<file path="config.mk">
export PLATFORM = sky130hd
export DESIGN_NAME = cim_shift_acc_tree
export DESIGN_NICKNAME = d
export VERILOG_FILES = /design/src/rtl/cim_pkg.sv /design/src/rtl/cim_pipe_adder_tree.sv /design/src/rtl/cim_shift_acc_tree.sv
export SDC_FILE = /design/constraint.sdc
export NUM_CORES = 1
export LEC_CHECK = 0
export CORE_ASPECT_RATIO = 0.75
export CORE_MARGIN = 8
export CORE_UTILIZATION = 56
export CTS_BUF_LIST = sky130_fd_sc_hd__clkbuf_16
export CTS_CLUSTER_DIAMETER = 200
export DETAILED_ROUTE_END_ITERATION = 8
export PLACE_DENSITY = 0.81
export SETUP_SLACK_MARGIN = 0.4
export SLEW_MARGIN = 10
export SYNTH_ARGS = -nofsm -noshare
export SYNTH_HDL_FRONTEND = slang
export SYNTH_HIERARCHICAL = 1
export SYNTH_SLANG_ARGS = --single-unit
</file>
<file path="constraint.sdc">
create_clock -name clk -period 4.5 [get_ports clk]
set_clock_uncertainty 0.1 [all_clocks]
set_input_delay 1.35 -clock clk [delete_from_list [all_inputs] [get_ports clk]]
set_output_delay 1.35 -clock clk [all_outputs]
set_load 0.05 [all_outputs]
</file>
<file path="src/rtl/cim_pkg.sv">
// Shared elaboration helpers for the CIM shift-accumulate tree: ceiling log2
// and the accumulator width derivation.
package cim_pkg;

  function automatic int clog2(input int value);
    int r;
    int v;
    r = 0;
    v = value - 1;
    while (v > 0) begin
      r++;
      v = v >>> 1;
    end
    return r;
  endfunction

  // Tree growth (clog2 of the column count) plus the bit-plane shift range.
  function automatic int acc_width(input int n_in, input int in_w, input int n_bits);
    return in_w + clog2(n_in) + n_bits;
  endfunction

endpackage

</file>
<file path="src/rtl/cim_pipe_adder_tree.sv">
// Pipelined binary adder tree: N_IN unsigned columns reduced in clog2(N_IN)
// registered levels, with a valid bit and opaque tag carried alongside.
module cim_pipe_adder_tree
  import cim_pkg::*;
#(
  parameter int N_IN  = 32,
  parameter int IN_W  = 4,
  parameter int TAG_W = 1,
  localparam int L     = clog2(N_IN),
  localparam int SUM_W = IN_W + L
) (
  input  logic                 clk,
  input  logic                 rst_n,
  input  logic                 in_valid,
  input  logic [TAG_W-1:0]     in_tag,
  input  logic [N_IN*IN_W-1:0] in_data,
  output logic                 out_valid,
  output logic [TAG_W-1:0]     out_tag,
  output logic [SUM_W-1:0]     out_sum
);

  for (genvar l = 0; l <= L; l++) begin : g_lvl
    localparam int W = N_IN >> l;
    logic [SUM_W-1:0] sum [W];
    logic             v;
    logic [TAG_W-1:0] tag;

    if (l == 0) begin : g_in
      assign v   = in_valid;
      assign tag = in_tag;
      for (genvar i = 0; i < W; i++) begin : g_col
        assign sum[i] = SUM_W'(in_data[i*IN_W +: IN_W]);
      end
    end else begin : g_reg
      always_ff @(posedge clk) begin
        if (!rst_n) begin
          v   <= 1'b0;
          tag <= '0;
        end else begin
          v   <= g_lvl[l-1].v;
          tag <= g_lvl[l-1].tag;
        end
      end

      // NOTE: partial sums carry no reset; the valid bit alone qualifies them.
      for (genvar i = 0; i < W; i++) begin : g_add
        always_ff @(posedge clk) begin
          sum[i] <= g_lvl[l-1].sum[2*i] + g_lvl[l-1].sum[2*i+1];
        end
      end
    end
  end

  assign out_valid = g_lvl[L].v;
  assign out_tag   = g_lvl[L].tag;
  assign out_sum   = g_lvl[L].sum[0];

endmodule

</file>
<file path="src/rtl/cim_shift_acc_tree.sv">
// Bit-serial CIM accumulator: each activation plane is summed across columns,
// weighted by its bit position (MSB negative in signed frames) and accumulated.
module cim_shift_acc_tree
  import cim_pkg::*;
#(
  parameter int N_IN   = 32,
  parameter int IN_W   = 4,
  parameter int N_BITS = 4,
  localparam int L     = clog2(N_IN),
  localparam int ACC_W = acc_width(N_IN, IN_W, N_BITS)
) (
  input  logic                 clk,
  input  logic                 rst_n,
  input  logic                 in_valid,
  input  logic                 in_first,
  input  logic                 in_last,
  input  logic                 signed_mode,
  input  logic [N_IN*IN_W-1:0] in_data,
  output logic                 out_valid,
  output logic [ACC_W-1:0]     out_data,
  output logic                 err
);

  localparam int IDX_W = (N_BITS > 1) ? clog2(N_BITS) : 1;
  localparam int SUM_W = IN_W + L;

  typedef struct packed {
    logic [IDX_W-1:0] idx;
    logic             load;   // first plane: accumulator restarts
    logic             close;  // plane ends the frame
    logic             keep;   // plane belongs to a frame
    logic             neg;    // MSB plane of a signed frame
    logic             err;
  } tag_t;

  localparam int TAG_W = $bits(tag_t);

  logic [IDX_W-1:0] idx_q;
  logic             signed_q;
  logic             open_q;

  logic [IDX_W-1:0] idx_c;
  logic             signed_c;
  logic             accept_c;
  logic             last_idx_c;
  logic             close_c;
  tag_t             tag_c;

  // NOTE: every always_comb output is assigned a default first so no latch forms.
  always_comb begin
    idx_c      = in_first ? '0 : idx_q + 1'b1;
    signed_c   = in_first ? signed_mode : signed_q;
    accept_c   = in_first | open_q;
    last_idx_c = (idx_c == IDX_W'(N_BITS - 1));
    close_c    = in_last | last_idx_c;

    tag_c       = '0;
    tag_c.idx   = idx_c;
    tag_c.load  = in_first;
    tag_c.close = accept_c & close_c;
    tag_c.keep  = accept_c;
    tag_c.neg   = signed_c & last_idx_c;
    // Stray plane, aborted frame, short frame, or MSB plane without in_last.
    tag_c.err   = ~accept_c | (in_first & open_q) | (accept_c & (in_last != last_idx_c));
  end

  always_ff @(posedge clk) begin
    if (!rst_n) begin
      idx_q    <= '0;
      signed_q <= 1'b0;
      open_q   <= 1'b0;
    end else if (in_valid && accept_c) begin
      idx_q    <= idx_c;
      signed_q <= signed_c;
      open_q   <= ~close_c;
    end
  end

  logic             tree_valid;
  logic [TAG_W-1:0] tree_tag;
  logic [SUM_W-1:0] tree_sum;
  tag_t             t_out;

  cim_pipe_adder_tree #(
    .N_IN (N_IN),
    .IN_W (IN_W),
    .TAG_W(TAG_W)
  ) u_tree (
    .clk      (clk),
    .rst_n    (rst_n),
    .in_valid (in_valid),
    .in_tag   (tag_c),
    .in_data  (in_data),
    .out_valid(tree_valid),
    .out_tag  (tree_tag),
    .out_sum  (tree_sum)
  );

  assign t_out = tag_t'(tree_tag);

  logic [ACC_W-1:0] acc_q;
  logic [ACC_W-1:0] shifted;
  logic [ACC_W-1:0] term;
  logic [ACC_W-1:0] total;

  always_comb begin
    shifted = ACC_W'(tree_sum) << t_out.idx;
    term    = t_out.neg ? -shifted : shifted;
    total   = (t_out.load ? '0 : acc_q) + term;
  end

  always_ff @(posedge clk) begin
    if (!rst_n) begin
      acc_q     <= '0;
      out_data  <= '0;
      out_valid <= 1'b0;
      err       <= 1'b0;
    end else begin
      out_valid <= tree_valid & t_out.close;
      err       <= tree_valid & t_out.err;
      if (tree_valid && t_out.keep) begin
        acc_q <= total;
        if (t_out.close) out_data <= total;
      end
    end
  end

endmodule

</file>
Word-level counts from Yosys, hierarchy flattened
Memories as Yosys holds them, arrays and structs flattened.
Index checks and enable logic that the tools add are counted.
{ "word_totals": {"mem_bits_rw": 215, "n_memories": 5, "output_inout_bits": 15, "reg_bits": 72} }
{ "op_classes": {"n_shift": 1, "reduce_logical": 3, "n_mux": 4, "n_addsub": 34, "eq_ne": 2, "bitwise_logic": 12} }
{ "memory_table": {"columns": ["name", "depth", "width", "read_ports", "rd_clocked_by_memory_dff", "wr", "line", "text"], "rows": [
  ["u_tree.g_lvl[1].sum", 16, 5, 16, 0, 16, "cim_pipe_adder_tree.sv:24", "logic [SUM_W-1:0] sum [W];"],
  ["u_tree.g_lvl[2].sum", 8, 9, 8, 0, 8, "cim_pipe_adder_tree.sv:24", null],
  ["u_tree.g_lvl[3].sum", 4, 9, 4, 0, 4, "cim_pipe_adder_tree.sv:24", null],
  ["u_tree.g_lvl[4].sum", 2, 9, 2, 0, 2, "cim_pipe_adder_tree.sv:24", null],
  ["u_tree.g_lvl[5].sum", 1, 9, 1, 0, 1, "cim_pipe_adder_tree.sv:24", null]
]} }
{ "op_table": {"columns": ["cell", "count"], "rows": [
  ["adder 9 bit", 15],
  ["adder 4 x 4 -> 5 bit", 16],
  ["2-to-1 mux 13 bit", 2],
  ["adder 13 bit", 1],
  ["negation 13 bit", 1],
  ["<< shifter 9 x 2 -> 13 bit", 1],
  ["bitwise AND 1 bit", 6],
  ["bitwise OR 1 bit", 4],
  ["adder 2 x 1 -> 2 bit, second input constant", 1],
  ["== test 2 bit, second input constant", 1],
  ["logical AND 1 bit", 2],
  ["2-to-1 mux 2 bit", 1],
  ["NOT 1 bit", 2],
  ["AND reduction 2 bit", 1],
  ["2-to-1 mux 1 bit", 1],
  ["!= test 1 bit", 1]
]} }

Logic depth before layout (Yosys ltp)
{ "logic_depth": {"depth_word": 6, "mapped_depth": 17, "ltp_nobuf": 15} }

Modules after synthesis
Netlist, hierarchy kept.
{ "modules_own_cells": {"columns": ["module", "seq_area_each_um2", "instances", "area_each_um2", "cells_per_inst"], "rows": [
  ["cim_pipe_adder_tree", 4424.2, 1, 9695.5, 843],
  ["cim_shift_acc_tree", 640.6, 1, 2492.4, 321]
]} }

Least setup slack after synthesis
No wires, ideal clock.
{ "synth_path": {"path_kind": "reg-to-reg", "start": "reg u_tree.g_lvl[5].tag[5], in the netlist u_tree/out_tag[5]", "end": "reg out_data[10]", "slack_ns": 0.829, "synth_period_minus_slack_ns": 3.671, "path_buffers": 2, "arrival_time_ns": 3.439, "path_stages_with_launch": 17, "setup_time_ns": 0.132, "required_ns": 4.268, "path_cell_list": "dfxtp_1 > buf_6 > clkbuf_1 > mux2_2 > nand2_1 > ha_1 > nand3_1 > nor3b_1 > inv_1 > o21ai_0 > xnor2_1 > ha_1 > or4_1 > o21a_1 > or3_1 > nand3_1 > a21oi_1"} }
{ "synth_via": {"elab_chain_len": 4} }
{ "synth_lines": {"columns": ["element", "line", "text"], "rows": [
  ["from (decl)", "cim_pipe_adder_tree.sv:26", "logic [TAG_W-1:0] tag;"],
  ["from (signal assigned)", "cim_pipe_adder_tree.sv:41", "tag <= g_lvl[l-1].tag;"],
  ["<< shifter 9 x 2 -> 13 bit (*)", "cim_shift_acc_tree.sv:107", "shifted = ACC_W'(tree_sum) << t_out.idx;"],
  ["negation 13 bit", "cim_shift_acc_tree.sv:108", "term = t_out.neg ? -shifted : shifted;"],
  ["2-to-1 mux 13 bit (*)", "cim_shift_acc_tree.sv:108", null],
  ["adder 13 bit (*)", "cim_shift_acc_tree.sv:109", "total = (t_out.load ? '0 : acc_q) + term;"],
  ["to (signal assigned)", "cim_shift_acc_tree.sv:123", "if (t_out.close) out_data <= total;"],
  ["to (decl)", "cim_shift_acc_tree.sv:20", "output logic [ACC_W-1:0] out_data,"]
]} }
Mark *: on every way between the ends. The rest lies on a longest branch, timed or not.
A chain may end at the register's enable or synchronous reset.

Worst setup path in the final report
{ "layout_path": {"start": "reg u_tree.g_lvl[5].tag[5], in the netlist u_tree/out_tag[5]", "end": "reg out_data[12]"} }
The elaborated chain is that of the path after synthesis.

==> metrics <==
Setup crit start kind=register; Leakage=between 6 and 7 nW; critical path required time=4.84 ns; Slew Limit Fails=0; WHS Endpoint=u_tree/g_lvl[3].tag[6]; R2R depth=13; met1 global-route usage=20.91%; Async SR Flop Fraction=0%; Total Power=about 0.0083 W; CTS Root Cell=clkbuf_16; grt peak-use layer=met2; synthesized area=0.01219 mm^2; Worst Setup SP=u_tree/out_tag[5]; worst r2r dst=out_data[12]; Final #Nets=1655; Critical Path AT=slightly below 4 ns; Final Cycle Share=between 80% and 90%; TritonCTS clock tree=built; FF-to-FF Start=u_tree/out_tag[5]; Final Hold Viols=0; FF+latch count, synth=253; Port Buffers=between 100 and 150; final critical-path required period=3.630 ns; crit-path max FO=6; Top Ports=between 100 and 150; DIE WIDTH=about 190 um; R2R setup slack=a little under 0.9 ns; drt pass-1 iters=4; GRT overflow=0; first-pass GRT wire length=38.60 mm; outcome=complete, no violations; Worst-path clk slew=0.07 ns; Worst VDD drop=about 410 uV; # DRC=0; Vias=between 8000 and 9000; total core area=0.02124 mm^2; Final Wtd Congestion=between 0.8 and 0.9; Routed Antenna Nets=0; CTS sink count=253; DP Area=approximately 0.014 mm^2; Total Routing Usage GR=16.76%; fraction of layout cells with a size suffix above 1=5.733%; CP endpoint kind=register; final core utilization=between 60% and 70%; Post-CTS Setup Bufs=0; initial cell density of the core=a little under three fifths; worst hold path depth=1; Syn Nets=approximately 1500; worst-margin pin slew=approximately 0.67 ns; Routed WL per cell=~13 um; Max Clk Rate=around 280 MHz; RSZ-0062 raised after global routing=no; initial antenna violation count=0; row cnt=46; area growth from synthesis to layout=21.50%; post-route cell area=about 0.015 mm^2; hpwl dp=roughly 17 mm; relative slew slack=between 50 and 60%; DR iter-0 viols=269; die area=roughly 0.027 mm^2; Antenna Diode Count=0; Synth Flop Type=dfxtp_1; Hold Startpoint=u_tree/g_lvl[2].tag[6]; worst min path class=reg -> reg; Num CTS Buffers=25; Resize count post-CTS=0; GR Layer Usage met3=3.269%; Avg Inst Size Synth=roughly 10 um^2; fin cells=1631; hold_buf cts=0; H-Tree Depth=1; Cell variety after synth=61; largest net degree at the start of global routing=51; vias in the first global route=approximately 8600; Total Wirelength=between 20 and 25 mm; WS Path Type=reg -> reg; max-cap viol count=0; Yosys warning count=6; final setup vio count=0; total negative setup slack=0 ns; clk_lat worst skew=approximately 0.53 ns; Post-synth EDFFs=0; Seq/Total Area, Yosys=41.56%; cell total after placement=around 1600; met2 Use GR=29.33%; P per Cell Area=561.4 mW/mm^2; Via density=roughly 5.0; cell count after synthesis=between 1000 and 1500; Die Height=around 140 um; Max clock buf depth=3
==> cells by family (layout without fill, tap and decap cells) <==
family | Yosys count | count (layout) | synth area share (%)
AO/OA/AOI/OAI | 235 | 235 | 12.81
XOR/XNOR | 96 | 96 | 6.899
adder cells (fa/ha/maj) | 197 | 197 | 22.19
buffers and inverters | 121 | 300 | 3.809
flip-flops | 253 | 253 | 41.56
multiplexers | 19 | 19 | 1.940
AND/OR/NAND/NOR | 243 | 243 | 10.79
==> routing by layer <==
metal | wire (um) | up-vias
met5 | 0 | -
met3 | 847 | 37
met4 | 467 | 0
met1 | 10440 | 3764
li1 | - | 4267
met2 | 10260 | 151
==> report_power, final <==
| part | total, W | switching, W | leakage [nW] | internal [W] |
|---|---|---|---|---|
| clock | 0.00206 | 0.000860 | 0.404 | 0.00120 |
| sequential | 0.00312 | 0.000269 | 2.11 | 0.00285 |
| combinational | 0.00314 | 0.00157 | 4.29 | 0.00157 |
| total | 0.00831 | 0.00270 | 6.81 | 0.00561 |
==> worst max path at each step <==
| stage | end | slack, ns | depth (start not counted) |
|---|---|---|---|
| 6_report | out_data[12] | 0.87 | 13 |
| 2_1_floorplan | out_data[10] | 0.83 | 16 |
| 3_5_place_dp | out_data[12] | 0.51 | 15 |
| 3_3_place_gp | out_data[12] | 0.68 | 15 |
| 5_1_grt | out_data[12] | 0.52 | 13 |
| 4_1_cts | out_data[12] | 0.50 | 15 |
==> cell usage in the layout (no fill, tap or decap), types with 40 or more instances in the layout <==
cell type / count
nand2_1: 42
inv_1: 102
o21ai_0: 40
clkdlybuf4s50_1: 148
xnor2_1: 74
a21o_1: 61
dfxtp_1: 252
a21oi_1: 63
ha_1: 165
nor2_1: 46
and2_1: 42
==> cell usage after synthesis (all sizes together), types with 3 or more instances <==
library cell | instances | area, um^2
a211oi | 6 | 45.04
a21o | 61 | 457.9
xor2 | 22 | 192.7
nand2b | 25 | 156.4
nor2 | 46 | 172.7
clkbuf | 14 | 52.55
xnor2 | 74 | 648.1
mux2 | 4 | 48.79
or3 | 4 | 25.02
nand2 | 42 | 157.7
ha | 165 | 2064
mux2i | 12 | 120.1
a21boi | 5 | 48.80
a21oi | 77 | 437.9
o21ai | 46 | 245.2
nor2b | 39 | 254.0
nand3 | 15 | 75.07
dfxtp | 253 | 5065
or4b | 3 | 30.03
mux4 | 3 | 67.56
and2 | 42 | 262.8
o21bai | 8 | 60.06
o21a | 11 | 82.58
o31a | 4 | 35.03
and3 | 4 | 25.02
nand3b | 5 | 37.54
nor3 | 8 | 40.04
buf | 4 | 25.02
fa | 32 | 640.6
inv | 102 | 382.9
==> stage by stage <==
stage	hold WS [ns]	worst slack (ns)
4_1_cts	0.3345	0.5000
3_3_place_gp	0.3135	0.6751
3_5_place_dp	0.3113	0.5125
2_1_floorplan	0.3057	0.8287
6_report	0.3247	0.8698
5_1_grt	0.3479	0.5238
==> worst max-delay path, cell delays in order, from the launching register on <==
cell	delay (ns)
dfxtp_1	0.45
mux4_2	0.59
nor2_1	0.12
o221ai_1	0.21
o31ai_2	0.35
nand2_1	0.10
xor2_1	0.17
ha_1	0.39
nand2_1	0.07
a211oi_1	0.23
o21ai_0	0.14
a21oi_1	0.32
nor4_1	0.08
nor3_1	0.22
==> flip-flops by register name, indices dropped and copies added, names as in the netlist <==
signal / flops
u_tree/g_lvl.sum: 181
u_tree/g_lvl.tag: 28
acc_q: 13
out_data: 13
u_tree/out_tag: 7
u_tree/g_lvl.v: 4
idx_q: 2
err: 1
open_q: 1
out_valid: 1
signed_q: 1
u_tree/out_valid: 1
==> layout make-up <==
type	count	area, um^2
multi-input cells	790	6664
flip-flops and latches	253	5069
well taps	288	360.3
clock inverters	21	198.9
clock buffers	25	625.6
inverters	103	386.6
fillers	1551	6430
repair buffers	151	1504
Power figures use the tool's default switching activity.
